<file path="src/rtl/univ_shift_reg.sv">
`timescale 1ns/1ps
// ---------------------------------------------------------------------------
// univ_shift_reg
//
// Parametrised universal register. It replaces the old fixed 8-bit
// parallel-load register. It supports:
//   - hold, parallel load and clear
//   - shift left/right with serial inputs
//   - rotate left/right
//   - arithmetic shift right
//   - a counted burst-shift engine with a busy/done handshake
//
// Optional feature macro: UNIV_SHREG_PARITY_EN
//   When this macro is defined, the module adds a 'parity' output.
//   It is the XOR reduction of q (even parity) and is combinational.
//
// Parameters:
//   WIDTH     register width in bits (>= 2)
//   CNT_W     width of shift_amt and of the burst counter
//
// Ports:
//   clk       rising-edge clock
//   rst_n     asynchronous active-low reset
//   en        gates every register update, including burst steps
//   mode      000 hold, 001 load, 010 shl, 011 shr,
//             100 rotl, 101 rotr, 110 asr, 111 clear
//   data_in   parallel load value
//   ser_in_l  bit entering at the LSB on shl
//   ser_in_r  bit entering at the MSB on shr
//   start     begins a burst; only looked at in IDLE
//   shift_amt number of burst steps
//   q         register contents
//   ser_out   bit most recently shifted or rotated out (registered)
//   busy      burst in progress (state RUN)
//   done      one-cycle burst-complete pulse (state DONE)
//   parity    even parity of q (only with UNIV_SHREG_PARITY_EN)
// ---------------------------------------------------------------------------
module univ_shift_reg #(
  parameter int WIDTH = 8,
  parameter int CNT_W = 4
) (
  input  logic             clk,
  input  logic             rst_n,
  input  logic             en,
  input  logic [2:0]       mode,
  input  logic [WIDTH-1:0] data_in,
  input  logic             ser_in_l,
  input  logic             ser_in_r,
  input  logic             start,
  input  logic [CNT_W-1:0] shift_amt,
  output logic [WIDTH-1:0] q,
  output logic             ser_out,
  output logic             busy,
  output logic             done
`ifdef UNIV_SHREG_PARITY_EN
  ,
  output logic             parity
`endif
);

  // Operating modes, encoded exactly as they appear on the mode input.
  typedef enum logic [2:0] {
    MODE_HOLD  = 3'b000,
    MODE_LOAD  = 3'b001,
    MODE_SHL   = 3'b010,
    MODE_SHR   = 3'b011,
    MODE_ROTL  = 3'b100,
    MODE_ROTR  = 3'b101,
    MODE_ASR   = 3'b110,
    MODE_CLEAR = 3'b111
  } mode_e;

  // States of the burst engine.
  typedef enum logic [1:0] {
    ST_IDLE = 2'd0,
    ST_RUN  = 2'd1,
    ST_DONE = 2'd2
  } state_e;

  state_e             state_q;
  mode_e              burstMode_q;
  logic [CNT_W-1:0]   shiftCnt_q;
  logic [WIDTH-1:0]   q_q;
  logic               serOut_q;
  logic               busy_q;
  logic               done_q;

  mode_e              stepMode;
  logic [WIDTH-1:0]   q_d;
  logic               serOut_d;
  logic               serOutUpdate;
  logic               liveIsShift;
  logic               lastStep;

  // Choose the mode for one step.
  //   - During a burst, use the mode latched at start.
  //   - Otherwise, use the live mode input.
  assign stepMode = (state_q == ST_RUN) ? burstMode_q : mode_e'(mode);

  // Only the shift and rotate modes (010..110) can start a real burst.
  // Any other mode finishes straight away through DONE.
  assign liveIsShift = (mode >= 3'b010) && (mode <= 3'b110);

  // This is the final step when the counter is about to reach zero.
  assign lastStep = (shiftCnt_q == CNT_W'(1));

  // One step of the register.
  // serOutUpdate is high only for modes that move a bit out of the word.
  always_comb begin
    q_d          = q_q;
    serOut_d     = serOut_q;
    serOutUpdate = 1'b0;
    case (stepMode)
      MODE_HOLD: begin
        q_d = q_q;
      end
      MODE_LOAD: begin
        q_d = data_in;
      end
      MODE_SHL: begin
        q_d          = {q_q[WIDTH-2:0], ser_in_l};
        serOut_d     = q_q[WIDTH-1];
        serOutUpdate = 1'b1;
      end
      MODE_SHR: begin
        q_d          = {ser_in_r, q_q[WIDTH-1:1]};
        serOut_d     = q_q[0];
        serOutUpdate = 1'b1;
      end
      MODE_ROTL: begin
        q_d          = {q_q[WIDTH-2:0], q_q[WIDTH-1]};
        serOut_d     = q_q[WIDTH-1];
        serOutUpdate = 1'b1;
      end
      MODE_ROTR: begin
        q_d          = {q_q[0], q_q[WIDTH-1:1]};
        serOut_d     = q_q[0];
        serOutUpdate = 1'b1;
      end
      MODE_ASR: begin
        q_d          = {q_q[WIDTH-1], q_q[WIDTH-1:1]};
        serOut_d     = q_q[0];
        serOutUpdate = 1'b1;
      end
      MODE_CLEAR: begin
        q_d = '0;
      end
      default: begin
        q_d = q_q;
      end
    endcase
  end

  // Burst FSM and datapath registers.
  //
  // done_q defaults to low every cycle, so the DONE pulse lasts exactly
  // one cycle even when en is low.
  //
  // A start in IDLE takes priority over a single step. On that edge the
  // FSM latches the mode and count, but q is left unchanged.
  always_ff @(posedge clk or negedge rst_n) begin
    if (!rst_n) begin
      state_q     <= ST_IDLE;
      burstMode_q <= MODE_HOLD;
      shiftCnt_q  <= '0;
      q_q         <= '0;
      serOut_q    <= 1'b0;
      busy_q      <= 1'b0;
      done_q      <= 1'b0;
    end else begin
      done_q <= 1'b0;
      case (state_q)
        ST_IDLE: begin
          if (en) begin
            if (start) begin
              if (liveIsShift && (shift_amt != '0)) begin
                state_q     <= ST_RUN;
                burstMode_q <= mode_e'(mode);
                shiftCnt_q  <= shift_amt;
                busy_q      <= 1'b1;
              end else begin
                state_q <= ST_DONE;
                done_q  <= 1'b1;
              end
            end else begin
              q_q <= q_d;
              if (serOutUpdate) begin
                serOut_q <= serOut_d;
              end
            end
          end
        end
        ST_RUN: begin
          if (en) begin
            q_q        <= q_d;
            serOut_q   <= serOut_d;
            shiftCnt_q <= shiftCnt_q - CNT_W'(1);
            if (lastStep) begin
              state_q <= ST_DONE;
              busy_q  <= 1'b0;
              done_q  <= 1'b1;
            end
          end
        end
        ST_DONE: begin
          state_q <= ST_IDLE;
        end
        default: begin
          state_q <= ST_IDLE;
          busy_q  <= 1'b0;
        end
      endcase
    end
  end

  assign q       = q_q;
  assign ser_out = serOut_q;
  assign busy    = busy_q;
  assign done    = done_q;

`ifdef UNIV_SHREG_PARITY_EN
  // Even parity over the current register contents.
  assign parity = ^q_q;
`endif

endmodule

</file>
<file path="config.mk">
export PLATFORM = sky130hd
export DESIGN_NAME = univ_shift_reg
export DESIGN_NICKNAME = d
export VERILOG_FILES = /design/src/rtl/univ_shift_reg.sv
export SDC_FILE = /design/constraint.sdc
export NUM_CORES = 1
export LEC_CHECK = 0
export BUFFER_PORTS_ARGS = -buffer_cell sky130_fd_sc_hd__buf_2
export CORE_UTILIZATION = 45
export CTS_BUF_LIST = sky130_fd_sc_hd__clkbuf_8
export DETAILED_ROUTE_END_ITERATION = 7
export PLACE_DENSITY = 0.74
export RECOVER_POWER = 25
export SETUP_SLACK_MARGIN = 0.4
export SLEW_MARGIN = 15
export SYNTH_ARGS = -nofsm -noshare
export SYNTH_HDL_FRONTEND = slang
export SYNTH_SLANG_ARGS = --single-unit
</file>
<file path="constraint.sdc">
create_clock -name clk -period 3.3 [get_ports clk]
set_input_delay 0.33 -clock clk [delete_from_list [all_inputs] [get_ports clk]]
set_output_delay 0.33 -clock clk [all_outputs]
set_load 0.02 [all_outputs]
</file>
==> impl_metrics.ini <==
[cells_and_area]
antenna_cells = 0
area_growth_syn_to_layout_pct = 14.5
final_area_um2 = 1540
final_layout_size_suffix_gt1_share_pct = 28.4
final_nets = 193
fillers = 265

[floorplanning]
die_w_um = 56.7
core_um2 = 2810
rows = 19
die_h_um = 56.7
start_util_pct = 48.1
ios = 32
dieArea_um2 = 3220

[sta]
timing.final.crit_period_ns = 1.87
hold_viol = 0
fmax_mhz = 535
fin_skew_ns = 0.00424
maxSlewViolCount = 0
slew_headroom_pct = 28.8
tightest_slew_ns = 1.07
rsz0062_at_grt = no
final.setup.tns_ns = 0
setup_viol = 0
finalCritPeriodShare_pct = 56.7

[grt]
grt_max_degree = 21
grt-ovfl-total = 0
track_usage_pct = 20.0
grt_pass1_wl_um = 4980
grt_pass1_vias = 1101
antenna_found_initial = 0

[setup_path]
crit_arrival_ns = 2.01
r2r_start = state_q[0]
critPathKind = flop to flop
end_kind = flop
r2r_slack_ns = 1.43
cp.required_ns = 3.44
rr_worst_depth = 5
crit_path_max_fanout = 13
timing.rr.end = q[1]
critPathLaunchType = flop

[status]
status = complete, but fails checks
violations = DRC

[synth]
netlist_instances = 139
yosysWarningCount = 0
ys_seq_area_share_pct = 37.1
yosysTopAreaCell = dfrtp_1
synth_area_per_cell_um2 = 9.70
syn_nets = 162
syn_area_um2 = 1350
ys_seq_elements = 20
synth_edf_count = 0
async_flop_share_pct = 100
synthDominantCellAreaShare_pct = 37.1
yosys_most_used_dff = dfrtp_1
synth.area.top_cells = dfrtp_1, mux2i_1, nor2_1
yosysUniqueCellTypes = 43

[power]
p_comb_share_pct = 55.0
switching_share_pct = 45.0
pwr_density_cell_nw_per_um2 = 999
ir_drop_uv = 531
p_leak_nw = 0.695
p_sw_mw = 0.694
power_frac_seq_pct = 32.5
clock_power_share_pct = 12.6
power.internal_mw = 0.849

[route]
routedWlPerCell_um = 15.1
drc = 2
drt-total-wl_um = 3020
wl_met2_um = 1390
first_iter_violations = 45
vias_per_cell = 5.80
highest_layer = met4
wl_met1_um = 1470
firstDrtPassIters = 6
ant_nets = 0
wl_met3_um = 126
via_count = 1159

[clock_network]
clkTransAtPathRegs_ns = 0.08
clock-sinks = 20
cts_root_buf = clkbuf_8
holdBufCountCts = 0
clock_latency_ns = 0.26
cts_buffers = 3
cts-resized-gates = 0
h-tree-depth = 1
cts_setup_buffers = 0
cts_max_path_buffers = 2
cts_tree = yes

[flow_run]
drv_cap = 0

[placed_design]
placed_area_um2 = 1490
dp_hpwl_um = 2220
io_buffers = 31
gp_congestion = 0.882

[hold_path]
hold_class = primary input to async pin
layout make-up:
cell class | instances | area (um^2) | area share [%]
multi-input combinational | 108 | 773 | 50.1
sequential | 20 | 500 | 32.4
timing repair buffer | 31 | 154 | 9.97
clock buffer | 4 | 55.1 | 3.57
tap | 31 | 38.8 | 2.51
inverter | 6 | 22.5 | 1.46
routing by layer:
metal	track usage, %	vias to the layer above
li1	-	572
met1	28.2	554
met2	31.8	29
met3	2.30	4
met4	7.32	0
met5	0	-
placed cells by master (no fill, tap or decap), types with 2 or more instances in the layout:
| cell | synthesis | routed |
|---|---|---|
| o21ai_0 | 10 | 10 |
| nor2_1 | 15 | 15 |
| o2bb2ai_1 | 2 | 2 |
| o32a_1 | 2 | 2 |
| xnor2_1 | 4 | 4 |
| a21oi_1 | 8 | 8 |
| clkbuf_8 | 0 | 4 |
| buf_2 | 2 | 30 |
| dfrtp_1 | 20 | 20 |
| mux2_2 | 4 | 4 |
| a31oi_1 | 2 | 2 |
| o22ai_1 | 4 | 4 |
| nand2b_1 | 2 | 2 |
| and3_1 | 2 | 2 |
| ha_1 | 2 | 2 |
| nor2b_1 | 4 | 4 |
| nand2_1 | 9 | 9 |
| inv_1 | 6 | 6 |
| a211oi_1 | 3 | 3 |
| mux2i_4 | 2 | 2 |
| mux2i_1 | 6 | 6 |
| nand3_1 | 2 | 2 |
| a22oi_1 | 6 | 6 |
power by group through the flow:
| stage | logic [mW] | clock network (mW) | registers, mW |
|---|---|---|---|
| 3_5_place_dp | 0.841 | 0 | 0.501 |
| 6_report | 0.848 | 0.194 | 0.501 |
| 4_1_cts | 0.847 | 0.197 | 0.497 |
| 5_1_grt | 0.925 | 0.205 | 0.519 |
| 2_1_floorplan | 0.667 | 0 | 0.526 |
| 3_3_place_gp | 0.828 | 0 | 0.495 |
cell usage after synthesis (3+ instances only):
| cell | number |
|---|---|
| a211oi_1 | 3 |
| a21oi_1 | 8 |
| a22oi_1 | 6 |
| dfrtp_1 | 20 |
| inv_1 | 6 |
| mux2_2 | 4 |
| mux2i_1 | 6 |
| nand2_1 | 9 |
| nor2_1 | 15 |
| nor2b_1 | 4 |
| o21ai_0 | 10 |
| o22ai_1 | 4 |
| xnor2_1 | 4 |
state kept, by name, summed over array words and instances, names as in the netlist:
signal	flops
q	8
shiftCnt_q	4
burstMode_q	3
state_q	2
busy	1
done	1
ser_out	1
cell families after synthesis:
kind of cell | synth area share (%)
AOI/OAI and AO/OA | 23.4
xor gates and xnor gates | 2.60
adders and majority gates | 1.85
buffers and inverters | 5.57
DFF | 37.1
muxes | 12.2
and+or+nand+nor | 17.3
through the flow:
stage          hold WS, ns  setup WS, ns  util [%]  std cells  total power, mW
2_1_floorplan       0.0344          1.62         -        139             1.19
3_3_place_gp         0.306          1.50      53.1        196             1.32
3_5_place_dp         0.309          1.43      53.1        196             1.34
4_1_cts             0.0189          1.44      55.1        200             1.54
5_1_grt              0.342          1.32      55.0        200             1.65
6_report             0.232          1.43      55.0        200             1.54
worst max path at each step:
| stage | start | endpoint |
|---|---|---|
| 3_3_place_gp | shift_amt[2] | burstMode_q[2] |
| 3_5_place_dp | shift_amt[2] | burstMode_q[0] |
| 2_1_floorplan | state_q[0] | q[4] |
| 6_report | state_q[0] | q[1] |
| 4_1_cts | state_q[0] | q[0] |
| 5_1_grt | state_q[0] | q[1] |
critical path: stages (launching register included):
cell	delay, ns
dfrtp_1	0.50
nand2b_4	0.22
mux2i_1	0.48
xnor2_1	0.23
a22oi_1	0.23
a21oi_1	0.10
Power figures use the tool's default switching activity.
